===== config.mk =====
export PLATFORM = sky130hd
export DESIGN_NAME = serial_magnitude_compare
export DESIGN_NICKNAME = d
export VERILOG_FILES = /design/src/rtl/alu_cmp_pkg.sv /design/src/rtl/nibble_cmp.sv /design/src/rtl/serial_magnitude_compare.sv
export SDC_FILE = /design/constraint.sdc
export NUM_CORES = 1
export LEC_CHECK = 0
export CAP_MARGIN = 10
export CORE_MARGIN = 5
export CORE_UTILIZATION = 52
export DETAILED_ROUTE_END_ITERATION = 10
export GPL_ROUTABILITY_DRIVEN = 0
export HOLD_SLACK_MARGIN = 0.06
export PLACE_DENSITY = 0.83
export SLEW_MARGIN = 40
export SYNTH_ARGS = -nofsm -noshare
export SYNTH_HDL_FRONTEND = slang
export SYNTH_SLANG_ARGS = --single-unit
export TNS_END_PERCENT = 5

===== constraint.sdc =====
create_clock -name clk -period 5.26 [get_ports clk]
set_input_delay 1.315 -clock clk [delete_from_list [all_inputs] [get_ports clk]]
set_output_delay 1.315 -clock clk [all_outputs]
set_load 0.01 [all_outputs]

===== src/rtl/alu_cmp_pkg.sv =====
// Shared constants for the ALU compare path: FSM states, nibble width and
// the result codes handed to the flag register.
package alu_cmp_pkg;

  localparam int NIB_W = 4;

  typedef enum logic {
    ST_IDLE = 1'b0,
    ST_SCAN = 1'b1
  } cmp_state_t;

  // CMP_NONE only exists between reset and the first completed compare.
  localparam logic [1:0] CMP_NONE = 2'b00;
  localparam logic [1:0] CMP_EQ   = 2'b01;
  localparam logic [1:0] CMP_LT   = 2'b10;
  localparam logic [1:0] CMP_GT   = 2'b11;

endpackage


===== src/rtl/nibble_cmp.sv =====
// Combinational 4-bit unsigned compare; greater-than is left to the caller
// as !eq & !lt.
module nibble_cmp
  import alu_cmp_pkg::*;
(
  input  logic [NIB_W-1:0] i_a,
  input  logic [NIB_W-1:0] i_b,
  output logic             o_eq,
  output logic             o_lt
);

  assign o_eq = (i_a == i_b);
  assign o_lt = (i_a <  i_b);

endmodule


===== src/rtl/serial_magnitude_compare.sv =====
// Nibble-serial magnitude comparator, MSB nibble first, with early exit on the
// first unequal nibble. Define CMP_SIGNED_EN for two's-complement operands.
module serial_magnitude_compare
  import alu_cmp_pkg::*;
#(
  parameter int WIDTH = 16
) (
  input  logic             clk,
  input  logic             rst,
  input  logic             start,
  input  logic [WIDTH-1:0] a,
  input  logic [WIDTH-1:0] b,
  output logic             busy,
  output logic             done,
  output logic             eq,
  output logic             lt,
  output logic             gt
);

  localparam int NIB   = WIDTH / NIB_W;
  localparam int IDX_W = (NIB > 1) ? $clog2(NIB) : 1;
  localparam logic [IDX_W-1:0] IDX_MAX = IDX_W'(NIB - 1);

  cmp_state_t        r_state;
  cmp_state_t        w_state_nxt;
  logic [WIDTH-1:0]  r_a;
  logic [WIDTH-1:0]  r_b;
  logic [IDX_W-1:0]  r_idx;
  logic              r_done;
  logic [1:0]        r_res;

  logic              w_accept;
  logic              w_finish;
  logic [NIB_W-1:0]  w_a_nib;
  logic [NIB_W-1:0]  w_b_nib;
  logic [NIB_W-1:0]  w_a_op;
  logic [NIB_W-1:0]  w_b_op;
  logic              w_nib_eq;
  logic              w_nib_lt;
  logic              w_nib_gt;
  logic [1:0]        w_res_nxt;

  assign w_a_nib = r_a[int'(r_idx)*NIB_W +: NIB_W];
  assign w_b_nib = r_b[int'(r_idx)*NIB_W +: NIB_W];

`ifdef CMP_SIGNED_EN
  // Flipping the sign bit on the top nibble maps two's complement onto
  // unsigned order; lower nibbles are plain magnitude.
  logic w_msb_step;
  assign w_msb_step = (r_idx == IDX_MAX);
  assign w_a_op = w_msb_step ? {~w_a_nib[NIB_W-1], w_a_nib[NIB_W-2:0]} : w_a_nib;
  assign w_b_op = w_msb_step ? {~w_b_nib[NIB_W-1], w_b_nib[NIB_W-2:0]} : w_b_nib;
`else
  assign w_a_op = w_a_nib;
  assign w_b_op = w_b_nib;
`endif

  nibble_cmp u_nibble_cmp (
    .i_a  (w_a_op),
    .i_b  (w_b_op),
    .o_eq (w_nib_eq),
    .o_lt (w_nib_lt)
  );

  assign w_nib_gt  = !w_nib_eq & !w_nib_lt;
  assign w_res_nxt = w_nib_lt ? CMP_LT : (w_nib_gt ? CMP_GT : CMP_EQ);

  always_ff @(posedge clk) begin
    if (rst) r_state <= ST_IDLE;
    else     r_state <= w_state_nxt;
  end

  always_comb begin
    w_state_nxt = r_state;
    w_accept    = 1'b0;
    w_finish    = 1'b0;
    case (r_state)
      ST_IDLE: begin
        if (start) begin
          w_state_nxt = ST_SCAN;
          w_accept    = 1'b1;
        end
      end
      ST_SCAN: begin
        if (!w_nib_eq || (r_idx == '0)) begin
          w_state_nxt = ST_IDLE;
          w_finish    = 1'b1;
        end
      end
      default: w_state_nxt = ST_IDLE;
    endcase
  end

  // Result holds its last value across a new compare until that one finishes.
  always_ff @(posedge clk) begin
    if (rst) begin
      r_a    <= '0;
      r_b    <= '0;
      r_idx  <= '0;
      r_done <= 1'b0;
      r_res  <= CMP_NONE;
    end else begin
      r_done <= w_finish;
      if (w_accept) begin
        r_a   <= a;
        r_b   <= b;
        r_idx <= IDX_MAX;
      end else if ((r_state == ST_SCAN) && !w_finish) begin
        r_idx <= r_idx - 1'b1;
      end
      if (w_finish) r_res <= w_res_nxt;
    end
  end

  assign busy = (r_state == ST_SCAN);
  assign done = r_done;
  assign eq   = (r_res == CMP_EQ);
  assign lt   = (r_res == CMP_LT);
  assign gt   = (r_res == CMP_GT);

endmodule


==> summary.txt, run 1 <==
Yosys
  • Register area share after synthesis: 0.456
  • Netlist cell types: 24
  • Synthesized area per cell: 8.64 µm²
  • EDFF count, synth: 0
  • Xor/xnor cell area share of the yosys netlist: 0
  • Synth Instances: 193
  • Post-synthesis mux area share: 0.108
  • Synth top area cells: dfxtp_1 (46%), nand2_1 (15%), mux4_2 (11%)
  • Mapped Nets: 233
  • Adder-cell share of the synthesized area: 0.0375
  • Post-synthesis simple-gate area fraction: 0.209
  • Leading area contributor after synthesis: dfxtp_1
  • Post-Syn Area: 0.00167 mm²
  • Commonest cells post-synth: nand2_1 (66), dfxtp_1 (38), a21oi_1 (35)
  • Yosys reg bits: 38
  • Synth warn: 0
  • Post-synthesis compound-gate area fraction: 0.135
  • Yosys top cell area share: 0.456
  • Post-synth ARST share: 0
  • Cell with the most instances after synthesis: nand2_1
  • Synth Flop Type: dfxtp_1
  • Largest family of logic cells by synthesized area: simple AND/OR/NAND/NOR gates

Pwr
  • Pwr/cell area: 303 mW/mm²
  • Max VDD drop: 189 µV
  • Switching share of power: 0.263
  • Clk pwr share: 0.299
  • Internal power: 479 µW
  • Sequential Power Share: 0.502
  • Combinational Power Share: 0.199
  • NetSw: 171 µW
  • Leakage: 0.815 nW

Route
  • Router iterations before antenna repair: 4
  • Final wirelength: 3440 µm
  • Vias per cell: 5.05
  • Initial DRC count: 132
  • ANT nets after route: 0
  • DR DRC count: 0
  • Total number of vias: 1,379
  • WL per Instance: 12.6 µm

Setup path
  • Critical path's slowest cell: clkdlybuf4s50_1
  • Buf/Inv on CP: 1
  • Worst Path Max Fanout: 6
  • CP delay by family, top: buffers and inverters
  • CP cell instances: clkdlybuf4s50_1
  • R2R Setup Slk: 2.78 ns
  • Nature of the critical path endpoint: output port
  • Startpoint types: flip-flop
  • Worst path max stage delay: 0.59 ns
  • Critical Setup Path Class: reg -> out
  • Worst path required time: 3.94 ns
  • Crit path DAT: 1.40 ns

STA
  • Final Critical Period: 2.72 ns
  • Min Hold Slack: 0.460 ns
  • Final period util: 0.516
  • Peak Freq: 0.368 GHz
  • RSZ-0062 raised after global routing: false
  • Relative slew slack: 0.590
  • Post-Route Skew: 0.00223 ns
  • Final Max Tran Viols: 0
  • Setup Viol. Count Final: 0
  • Setup_tns: 0 ns
  • Endpoints failing hold: 0
  • Final worst slack: 2.54 ns
  • Actual slew at the worst max-slew pin: 0.615 ns

Global routing
  • Grt total ovfl: 0
  • Total track usage: 0.166
  • Met1 usage: 0.196
  • Largest net degree at the start of global routing: 39
  • First-pass GRT wire length: 5640 µm
  • Initial antenna violation count: 0
  • Global Route met2 Usage: 0.291
  • Vias in the first global route: 1,340
  • M3 GR Usage: 0.0438
  • Busiest grt layer: met2

Job
  • Max cap viols: 0

Clocking
  • CTS Hold Bufs: 0
  • CTS Buffer Depth: 2
  • # resized after CTS: 0
  • Clock sinks: 38
  • Setup repair bufs after CTS: 0
  • TritonCTS clock tree: built
  • Worst skew pair latency: 0.34 ns
  • Cts bufs inserted: 5
  • CTS root buf: clkbuf_4
  • H-tree levels: 2
  • Worst-path clk slew: 0.11 ns

Die
  • Initial Util: 0.546
  • Site row count: 20
  • Die width: 66.6 µm
  • Die H: 66.6 µm
  • I/O pins: 40
  • Core Footprint: 0.00305 mm²
  • Die ar.: 0.00444 mm²

Place
  • DP Area: 0.00207 mm²
  • DP HPWL: 2430 µm
  • Port buffer count: 39
  • Worst slack, placed: 2.56 ns

Finish
  • N_diodes: 0
  • Post-layout nets: 268
  • Post-route cell area: 0.00214 mm²
  • Syn-to-layout area delta: 28.6%
  • Share of cells above drive strength 1: 0.0961

Worst hold path
  • Worst Hold Class: reg -> reg

Status
  • Outcome: complete, no violations
-- final cells by class --
| class | instances | area, µm² |
|---|---|---|
| fill | 261 | 908 |
| multi-input combinational | 135 | 822 |
| sequential | 38 | 761 |
| timing repair buffer | 41 | 405 |
| tap | 44 | 55.1 |
| clock buffer | 7 | 45.0 |
| clock inverter | 1 | 30.0 |
| inverter | 7 | 26.3 |
-- flip-flops by register name, summed over array words and instances, names as in the netlist --
name,count
r_b,16
done,1
r_idx,2
r_res,2
r_a,16
busy,1
-- per-layer routing --
layer,up-vias,part of all wire
li1,712,-
met1,630,0.45
met2,35,0.48
met3,2,0.054
met4,0,0.0073
met5,-,0
-- cell usage in the layout (no fill, tap or decap), drive strengths merged, types with 4 or more instances in the layout --
cell / instances
nand2: 66
nor2: 5
ha: 5
mux4: 8
nor2b: 4
a21oi: 35
inv: 7
dfxtp: 38
clkdlybuf4s50: 39
clkbuf: 7
-- final timing paths --
check	end	from	cells past startpoint
max	busy	busy	1
min	r_b[8]	r_b[8]	2
max reg2reg	r_idx[1]	r_idx[0]	6
min reg2reg	r_b[8]	r_b[8]	2
-- cell families after synthesis --
kind of cell    after synthesis
simple gates                 81
compound gates               41
flops                        38
buf+inv                      20
mux                           8
fa+ha+maj                     5
-- power by group through the flow --
stage / combinational [mW] / sequential, mW / clock [mW]
after detailed placement: 0.130 / 0.333 / 0
after CTS: 0.130 / 0.327 / 0.197
after floorplan: 0.0918 / 0.322 / 0
after global routing: 0.143 / 0.330 / 0.210
after global placement: 0.126 / 0.332 / 0
final: 0.129 / 0.326 / 0.194
-- stage by stage --
stage	util	power [mW]	std cells
6_report	0.702	0.650	273
5_1_grt	0.702	0.683	273
4_1_cts	0.702	0.653	273
3_5_place_dp	0.678	0.463	265
3_3_place_gp	0.677	0.458	265
2_1_floorplan	-	0.414	193
Power figures use the tool's default switching activity.
==> run 2: changes to the inputs <==
--- a/config.mk
+++ b/config.mk
@@ -7,11 +7,11 @@
 export LEC_CHECK = 0
 export CAP_MARGIN = 10
 export CORE_MARGIN = 5
-export CORE_UTILIZATION = 52
+export CORE_UTILIZATION = 44
 export DETAILED_ROUTE_END_ITERATION = 10
 export GPL_ROUTABILITY_DRIVEN = 0
 export HOLD_SLACK_MARGIN = 0.06
-export PLACE_DENSITY = 0.83
+export PLACE_DENSITY = 0.75
 export SLEW_MARGIN = 40
 export SYNTH_ARGS = -nofsm -noshare
 export SYNTH_HDL_FRONTEND = slang
==> constraint.sdc (replaced) <==
create_clock -name clk -period 2.3 [get_ports clk]
set_input_delay 0.575 -clock clk [delete_from_list [all_inputs] [get_ports clk]]
set_output_delay 0.575 -clock clk [all_outputs]
set_load 0.01 [all_outputs]
==> run 2 against run 1 <==
Worst setup slack worse by 2.4 ns. Sequential share of layout area shrank 1.1 points. Combinational power rose to 2.6 times the previous value.
==> summary.txt, run 2 (synthesized netlist as in run 1, its figures left out) <==
Status
  • Outcome: complete, no violations

Setup path
  • Worst Path Max Fanout: 4 (-2)
  • Critical Setup Path Class: reg -> reg
  • Crit path DAT: 2.35 ns (+0.95 ns)
  • CP cell instances: buf_4 -> mux4_2 -> ha_1 -> nand4_4 -> nor3b_4 -> nor2_2 -> a221oi_2
  • Startpoint types: flip-flop
  • Worst path required time: 2.50 ns (-1.44 ns)
  • Critical path's slowest cell: mux4_2
  • Worst path max stage delay: 0.50 ns (-0.09 ns)
  • Nature of the critical path endpoint: flip-flop

Route
  • Router iterations before antenna repair: 4 (unchanged)
  • WL per Instance: 12.1 µm (-4.1%)
  • Final wirelength: 3380 µm (-1.7%)
  • ANT nets after route: 0 (unchanged)
  • Total number of vias: 1,384 (+0.36%)
  • DR DRC count: 0 (unchanged)
  • Initial DRC count: 47 (-64%)
  • Vias per cell: 4.94 (-2.1%)

Global routing
  • Grt total ovfl: 0 (unchanged)
  • Largest net degree at the start of global routing: 39 (unchanged)
  • First-pass GRT wire length: 5840 µm (+3.5%)
  • Total track usage: 0.142 (-0.0240)
  • Vias in the first global route: 1,366 (+1.9%)
  • Initial antenna violation count: 0 (unchanged)

STA
  • Final Max Tran Viols: 0 (unchanged)
  • Setup Viol. Count Final: 0 (unchanged)
  • Min Hold Slack: 0.457 ns (-0.00299 ns)
  • Setup_tns: 0 ns (unchanged)
  • Relative slew slack: 0.745 (+0.155)
  • Final period util: 0.934
  • Final Critical Period: 2.15 ns
  • RSZ-0062 raised after global routing: false
  • Peak Freq: 0.465 GHz
  • Actual slew at the worst max-slew pin: 0.383 ns (-0.232 ns)
  • Endpoints failing hold: 0 (unchanged)
  • Post-Route Skew: 0.00379 ns (+0.00156 ns)

Clocking
  • CTS Hold Bufs: 0 (unchanged)
  • CTS Buffer Depth: 2 (unchanged)
  • # resized after CTS: 0 (unchanged)
  • Setup repair bufs after CTS: 0 (unchanged)
  • Clock sinks: 38 (unchanged)
  • TritonCTS clock tree: built
  • CTS root buf: clkbuf_8
  • H-tree levels: 2 (unchanged)
  • Cts bufs inserted: 5 (unchanged)
  • Worst skew pair latency: 0.29 ns (-0.05 ns)
  • Worst-path clk slew: 0.07 ns (-0.04 ns)

Finish
  • Largest registers: r_a (16), r_b (16)
  • Share of cells above drive strength 1: 0.112 (+0.0160)
  • Syn-to-layout area delta: 32.6%
  • Leading cell type in the layout, fill and taps excluded: nand2_1
  • Post-layout nets: 271 (+1.1%)
  • Final Non-Filler Cells: 280 (+2.6%)
  • N_diodes: 0 (unchanged)
  • Most frequent cells in the layout: nand2_1 (66), clkdlybuf4s50_1 (39), dfxtp_1 (38)
  • Fillers: 340 (+30%)

Die
  • Site row count: 22 (+10%)
  • Initial Util: 0.456 (-0.0907)
  • Die ar.: 0.00512 mm² (+15%)
  • I/O pins: 40 (unchanged)
  • Die width: 71.6 µm (+7.4%)
  • Die H: 71.6 µm (+7.4%)
  • Core Footprint: 0.00366 mm² (+20%)

Pwr
  • Leakage: 0.840 nW (+3.2%)
  • Total power: 1.53 mW (+140%)
  • Max VDD drop: 451 µV (+140%)
  • Pwr/cell area: 692 mW/mm² (+130%)

Job
  • Max cap viols: 0 (unchanged)

Worst hold path
  • Worst Hold Class: reg -> reg

Place
  • Dpl cells: 272 (+2.6%)
  • DP HPWL: 2380 µm (-2.1%)
  • Port buffer count: 39 (unchanged)
[run 2: changes by cell type in the layout (fill, tap and decap cells not counted), sizes merged]
cell    delta
buf        +3
clkinv     +1
bufinv     -1
[run 2: through the flow]
| stage | util | setup slack [ns] | cell area, µm² |
|---|---|---|---|
| 6_report | 0.604 | 0.151 | 2210 |
| 4_1_cts | 0.597 | 0.114 | 2190 |
| 3_5_place_dp | 0.572 | 0.151 | 2090 |
| 5_1_grt | 0.604 | 0.00462 | 2210 |
| 3_3_place_gp | 0.572 | 0.212 | 2090 |
| 2_1_floorplan | - | 0.235 | 1670 |
[run 2: path summary, 6_finish.rpt]
| check | startpoint | endpoint | slack, ns | cells past startpoint |
|---|---|---|---|---|
| setup reg to reg | r_idx[0] | r_idx[1] | 0.15 | 7 |
| setup / recovery | r_idx[0] | r_idx[1] | 0.15 | 7 |
| hold / removal | r_b[5] | r_b[5] | 0.46 | 2 |
| hold reg to reg | r_b[5] | r_b[5] | 0.46 | 2 |
[run 2: power breakdown]
group / switching, mW / total [mW] / internal [mW]
logic: 0.151 / 0.331 / 0.181
clock network: 0.219 / 0.460 / 0.242
registers: 0.0329 / 0.737 / 0.705
[run 2: worst max-delay path: cells and delay by family, from the launching register on]
| kind | cells | cell delay (ns) |
|---|---|---|
| AOI/OAI and AO/OA | 1 | 0.21 |
| adders and majority gates | 1 | 0.36 |
| buffers and inverters | 1 | 0.16 |
| DFF | 1 | 0.36 |
| muxes | 1 | 0.50 |
| and+or+nand+nor | 3 | 0.48 |
[run 2: layout make-up]
class / instances / area, µm² / area share
multi-input combinational: 135 / 841 / 0.380
clock buffer: 7 / 86.3 / 0.0390
timing repair buffer: 44 / 432 / 0.195
clock inverter: 1 / 5.00 / 0.00226
sequential: 38 / 761 / 0.344
inverter: 7 / 26.3 / 0.0119
tap: 48 / 60.1 / 0.0272
[run 2: metal layers]
layer	GRT usage	part of all wire
met2	0.237	0.48
met5	0	0
met3	0.0575	0.072
met4	0.0459	0.014
met1	0.167	0.44
==> run 3: changes to the inputs <==
--- a/config.mk
+++ b/config.mk
@@ -5,7 +5,6 @@
 export SDC_FILE = /design/constraint.sdc
 export NUM_CORES = 1
 export LEC_CHECK = 0
-export CAP_MARGIN = 10
 export CORE_MARGIN = 5
 export CORE_UTILIZATION = 44
 export DETAILED_ROUTE_END_ITERATION = 10
==> results of run 3 <==
Final layout, timing and power as in run 2 (identical DEF).
